==> src/rtl/serial_subtractor.sv <==
// Bit-serial two's-complement subtractor: a - b - bin, LSB first,
// one full-subtractor cell plus a borrow flop, start/done handshake.
module serial_subtractor #(
  parameter int WIDTH = 8
) (
  input  logic             clk,
  input  logic             reset,
  input  logic             start,
  input  logic [WIDTH-1:0] a,
  input  logic [WIDTH-1:0] b,
  input  logic             bin,
  output logic             busy,
  output logic             done,
  output logic [WIDTH-1:0] diff,
  output logic             bout,
  output logic             ovf,
  output logic             zero
);

  localparam int CW = (WIDTH > 2) ? $clog2(WIDTH) : 1;

  typedef enum logic [1:0] {
    IDLE,
    SHIFT,
    DONE
  } state_t;

  state_t           state;
  state_t           state_n;
  logic [CW-1:0]    cnt;
  logic [WIDTH-1:0] a_sr;
  logic [WIDTH-1:0] b_sr;
  logic [WIDTH-1:0] d_sr;
  logic [WIDTH-1:0] completed;
  logic             borrow;
  logic             borrow_n;
  logic             x;
  logic             y;
  logic             d;
  logic             load;
  logic             last;

  assign x         = a_sr[0];
  assign y         = b_sr[0];
  assign d         = x ^ y ^ borrow;
  assign borrow_n  = (~x & y) | (~x & borrow) | (y & borrow);
  assign completed = {d, d_sr[WIDTH-1:1]};

  assign load = start && (state != SHIFT);
  assign last = (state == SHIFT) && (cnt == CW'(WIDTH - 1));
  assign busy = (state == SHIFT);
  assign done = (state == DONE);

  always_ff @(posedge clk or posedge reset) begin
    if (reset) state <= IDLE;
    else       state <= state_n;
  end

  always_comb begin
    state_n = state;
    unique case (state)
      IDLE:    if (start) state_n = SHIFT;
      SHIFT:   if (last) state_n = DONE;
      DONE:    state_n = start ? SHIFT : IDLE;
      default: state_n = IDLE;
    endcase
  end

  always_ff @(posedge clk or posedge reset) begin
    if (reset) begin
      a_sr   <= '0;
      b_sr   <= '0;
      d_sr   <= '0;
      borrow <= 1'b0;
      cnt    <= '0;
      diff   <= '0;
      bout   <= 1'b0;
      ovf    <= 1'b0;
      zero   <= 1'b0;
    end else if (load) begin
      a_sr   <= a;
      b_sr   <= b;
      borrow <= bin;
      cnt    <= '0;
    end else if (state == SHIFT) begin
      a_sr   <= a_sr >> 1;
      b_sr   <= b_sr >> 1;
      d_sr   <= completed;
      borrow <= borrow_n;
      cnt    <= cnt + CW'(1);
      // On the MSB step x/y/d are the sign bits of a, b and diff
      if (last) begin
        diff <= completed;
        bout <= borrow_n;
        ovf  <= (x != y) && (d != x);
        zero <= (completed == '0);
      end
    end
  end

endmodule

==> config.mk <==
export PLATFORM = sky130hd
export DESIGN_NAME = serial_subtractor
export DESIGN_NICKNAME = d
export VERILOG_FILES = /design/src/rtl/serial_subtractor.sv
export SDC_FILE = /design/constraint.sdc
export NUM_CORES = 1
export LEC_CHECK = 0
export BUFFER_PORTS_ARGS = -buffer_cell sky130_fd_sc_hd__buf_4
export CAP_MARGIN = 40
export CORE_MARGIN = 2
export CORE_UTILIZATION = 49
export CTS_CLUSTER_SIZE = 16
export DETAILED_ROUTE_END_ITERATION = 7
export HOLD_SLACK_MARGIN = 0.15
export PLACE_DENSITY = 0.85
export SLEW_MARGIN = 20
export SYNTH_ARGS = -nofsm -noshare
export SYNTH_HDL_FRONTEND = slang
export SYNTH_SLANG_ARGS = --single-unit
export TNS_END_PERCENT = 10
==> constraint.sdc <==
create_clock -name clk -period 1.5 [get_ports clk]
set_input_delay 0.15 -clock clk [delete_from_list [all_inputs] [get_ports clk]]
set_output_delay 0.15 -clock clk [all_outputs]
set_load 0.005 [all_outputs]
# == Yosys cells after proc, flatten, opt, wreduce, memory -nomap -nowiden ==
# Cells that the tools add are included.
# word_totals
input_bits,20
reg_bits,41
out_inout_bits,13
# op_classes
n_reduce_logical,9
n_eq_ne,8
muxes,12
n_bitwise,9
addsub,1
# op_table
op,n
8-bit 2-to-1 mux,4
8-bit zero test,1
3-bit 2-to-1 mux,2
2-bit one-hot mux with 3 select lines,1
2-bit 2-to-1 mux,2
"2-bit by 1-bit != test with 1-bit output, second input constant",2
2-bit AND reduction,2
"3-bit by 1-bit adder with 3-bit output, second input constant",1
1-bit AND,3
"3-bit equality test, second input constant",1
1-bit logical AND,3
1-bit 2-to-1 mux,3
3-bit AND reduction,1
"2-bit by 1-bit equality test with 1-bit output, second input constant",1
"2-bit equality test, second input constant",1
2-bit zero test,1
1-bit != test,2
"2-bit != test, second input constant",1
1-bit inverter,2
1-bit bitwise OR,2
2-bit nonzero test,1
1-bit bitwise XOR,2

# == Logic depth before layout (Yosys ltp) ==
# logic_depth
ltp_word,6
ltp_mapped,6
mapped_depth_nobuf,5

# == Worst setup path after synthesis ==
# No wires, ideal clock.
# synth_path
path_kind,register to register
start,register a_sr[0]
end,register zero
stages_incl_launch_ff,6
setup_ps,83
arrival_time_ps,1434
slack_ps,-16
path_buffers,0
cell_sequence,dfrtp_1 > inv_1 > fa_1 > nor4b_1 > nand2_1 > o21ai_0
# synth_between
elab_chain_cells,3
# synth_rtl
element,line,text
"start, declared",31,logic [WIDTH-1:0] a_sr;
"start signal, assigned",86,a_sr <= a_sr >> 1;
1-bit bitwise XOR (2 in series),45,assign d = x ^ y ^ borrow;
8-bit zero test,96,zero <= (completed == '0);
"end signal, assigned",96,
"end, declared",17,output logic zero
# No other way between the ends.
# A chain may end at the register's enable or synchronous reset.

# == Worst setup path after layout ==
# layout_path
start,register state[0]
end,output busy
# layout_between
elab_chain_cells,1
# layout_rtl
element,line,text
"start, declared",28,state_t state;
"start signal, assigned",56,else state <= state_n;
2-bit by 1-bit equality test with 1-bit output,51,assign busy = (state == SHIFT);
"end, declared",12,"output logic busy,"
# No other way between the ends.

==> results.py <==
metrics = {
    "status": {
        "outcome": "finished clean",
    },
    "pwr": {
        "ir_drop_mv": 1.06,
        "p_leak_nw": 1.14,
        "p_per_area_nw_per_um2": 1810,
    },
    "logic_synthesis": {
        "synth.avg_cell_area_um2": 12.4,
        "syn_area_um2": 1780,
        "synthesis.instances": 144,
        "ys_seq_elements": 40,
        "ys_types": 23,
        "synth_fp_nets": 168,
        "ys_seq_area_share_pct": 56.2,
        "yosysWarnings": 0,
    },
    "cts": {
        "clkTransAtPathRegs_ps": 100,
        "clk_latency_ps": 370,
        "clock-sinks": 40,
        "cts_buffer_depth": 2,
        "cts_root_buf": "clkbuf_4",
        "htreeDepth": 2,
        "numCtsBuffers": 5,
        "cts_tree": "built",
    },
    "floorplanning": {
        "start_util_pct": 52.2,
        "fp-row-count": 21,
        "core_um2": 3420,
        "die_h_um": 64.3,
        "io_pins": 33,
        "die_area_um2": 4130,
        "die_x_um": 64.3,
    },
    "run": {
        "drv_cap": 0,
    },
    "placement": {
        "dp_hpwl_mm": 2.23,
        "place_congestion": 0.797,
        "io_buffers": 32,
        "placed_cells": 220,
        "post_dp_cell_area_um2": 2070,
    },
    "cells_and_area": {
        "nNetsFinal": 224,
        "antenna_cells": 0,
        "syn_to_final_growth_pct": 30.5,
        "multiInputGateArea_um2": 698,
        "fin_util_pct": 68.1,
        "drive_gt1_share_pct": 33.3,
        "fillers": 247,
        "stdcell_count": 247,
        "final_area_um2": 2320,
        "seq_area_um2": 1000,
    },
    "setup_path": {
        "cpPeakStageDelay_ps": 460,
        "cp-startpoint": "state[0]",
        "rrSetupSlack_ps": 7,
        "worstSetupEndpoint": "busy",
        "critPathCaptureType": "primary output",
        "worstPathArrival_ps": 1340,
        "critical-path-slowest-cell": "dfrtp_2",
        "cp_max_fo": 27,
        "reg2reg_from": "borrow",
        "worstPathCellList": "and2b_2 > buf_12 > buf_6",
        "critPathKind": "flop to primary output",
        "reg2reg_to": "ovf",
        "reg2regPathDepth": 4,
        "crit_path_start_kind": "flop",
        "cp.required_ps": 1350,
    },
    "timing": {
        "tns_ps": 0,
        "slew_headroom_pct": 67.1,
        "fin_crit_sh_pct": 99.6,
        "hold_viol": 0,
        "max_freq_mhz": 670,
        "finalSetupViolCount": 0,
        "drv_slew": 0,
        "worstMarginPinSlew_ps": 494,
        "period_minus_slack_ps": 1490,
        "rsz0062_at_grt": "yes",
        "skew_ps": 6.34,
    },
    "grt": {
        "antenna_found_initial": 0,
        "grt_start_max_net_pins": 41,
        "grt_pass1_vias": 1294,
        "grt_usage_pct": 19.7,
        "grt_pass1_wl_mm": 6.05,
        "overflow": 0,
    },
    "drt": {
        "routed_wirelength_mm": 3.57,
        "ant_nets": 0,
        "drc_errors": 0,
        "via_per_inst": 5.04,
        "wl_per_cell_um": 14.5,
        "dr.first_iter.drc_count": 53,
        "first_pass_iters": 4,
        "vias": 1246,
    },
    "hold_path": {
        "min_path_type": "primary input to flop",
    },
}
[sequential cells by signal (all words and copies together) (netlist names)]
register  flops
b_sr          8
zero          1
bout          1
ovf           1
a_sr          8
diff          8
state         2
d_sr          7
cnt           3
borrow        1
[worst max-delay path, delay by kind of cell, from the launching register on]
kind | cells | cell delay (ps)
and+or+nand+nor | 1 | 240
buffers and inverters | 2 | 280
DFF | 1 | 460
[cell usage in the layout, fill, tap and decap left out, drive strengths merged, types with 2 or more instances in the layout]
cell	count
nor2	4
dfrtp	40
ha	3
clkbuf	8
nand2	23
mux2i	17
dlygate4sd3	18
o21ai	19
mux2	15
buf	39
and2b	2
inv	5
[logic make-up after synthesis]
group / after synthesis / synth area share (%)
flops: 40 / 56.2
fa+ha+maj: 4 / 3.23
simple gates: 32 / 8.64
mux: 32 / 19.9
buf+inv: 13 / 5.20
compound gates: 22 / 6.39
xor+xnor: 1 / 0.492
[Yosys cell counts]
cell | count | area share (%)
o31ai_1 | 1 | 0.42
nor4_1 | 1 | 0.35
buf_2 | 2 | 0.56
o21ai_1 | 1 | 0.28
buf_6 | 5 | 3.2
nor2_1 | 3 | 0.63
ha_1 | 3 | 2.1
mux2_2 | 11 | 7.0
and2b_1 | 2 | 0.84
mux2_4 | 4 | 3.4
o21ai_0 | 18 | 5.1
nor4b_1 | 1 | 0.49
nand2_1 | 23 | 4.8
a21oi_1 | 1 | 0.28
dfrtp_1 | 40 | 56
inv_1 | 5 | 1.1
buf_4 | 1 | 0.42
fa_1 | 1 | 1.1
nor2_2 | 1 | 0.35
xor2_1 | 1 | 0.49
mux2i_1 | 17 | 9.6
o22ai_1 | 1 | 0.35
nand3b_4 | 1 | 1.1
[where the power goes]
group	total [mW]	leakage [nW]	internal, mW	switching, mW
clock network	0.575	0.0326	0.231	0.344
registers	1.89	0.492	1.56	0.339
logic	1.73	0.617	0.990	0.743
[final cells by class]
| type | count | area share (%) |
|---|---|---|
| sequential | 40 | 43.1 |
| multi-input combinational | 91 | 30.0 |
| timing repair buffer | 57 | 21.0 |
| clock buffer | 8 | 2.53 |
| tap | 46 | 2.48 |
| inverter | 5 | 0.807 |
[per-stage QoR]
| step | total power, mW | setup slack, ps | hold slack [ps] |
|---|---|---|---|
| floorplan | 2.92 | 23.2 | 306 |
| global placement | 3.40 | 47.1 | 290 |
| detailed placement | 3.51 | -10.0 | 308 |
| CTS | 4.18 | 2.55 | 243 |
| global route | 4.53 | -99.0 | 249 |
| finish | 4.20 | 6.50 | 248 |
[how the worst min path moves through the flow]
stage / from / endpoint / slack, ps / cells after the start
after floorplan: a[7] / a_sr[7] / 310 / 2
after global placement: reset / a_sr[7] / 290 / 3
after detailed placement: reset / a_sr[7] / 310 / 3
after CTS: start / state[0] / 240 / 3
after global routing: start / a_sr[7] / 250 / 3
final: start / state[0] / 250 / 3
[routing by layer]
layer	routed length [um]	global-route usage [%]	up-vias
li1	-	-	599
met1	1530	24.9	611
met2	1810	31.5	26
met3	146	4.75	10
met4	86	10.4	0
met5	0	0	-
[what timing repair did]
item,CTS,global route
resized for setup,1,5
setup buffers,1,0
pin swaps,1,0
endpoints found under the hold margin,57,0
hold buffers,18,0
endpoints found under the setup margin,6,9
Note: power is estimated with default switching activity, not from simulation.
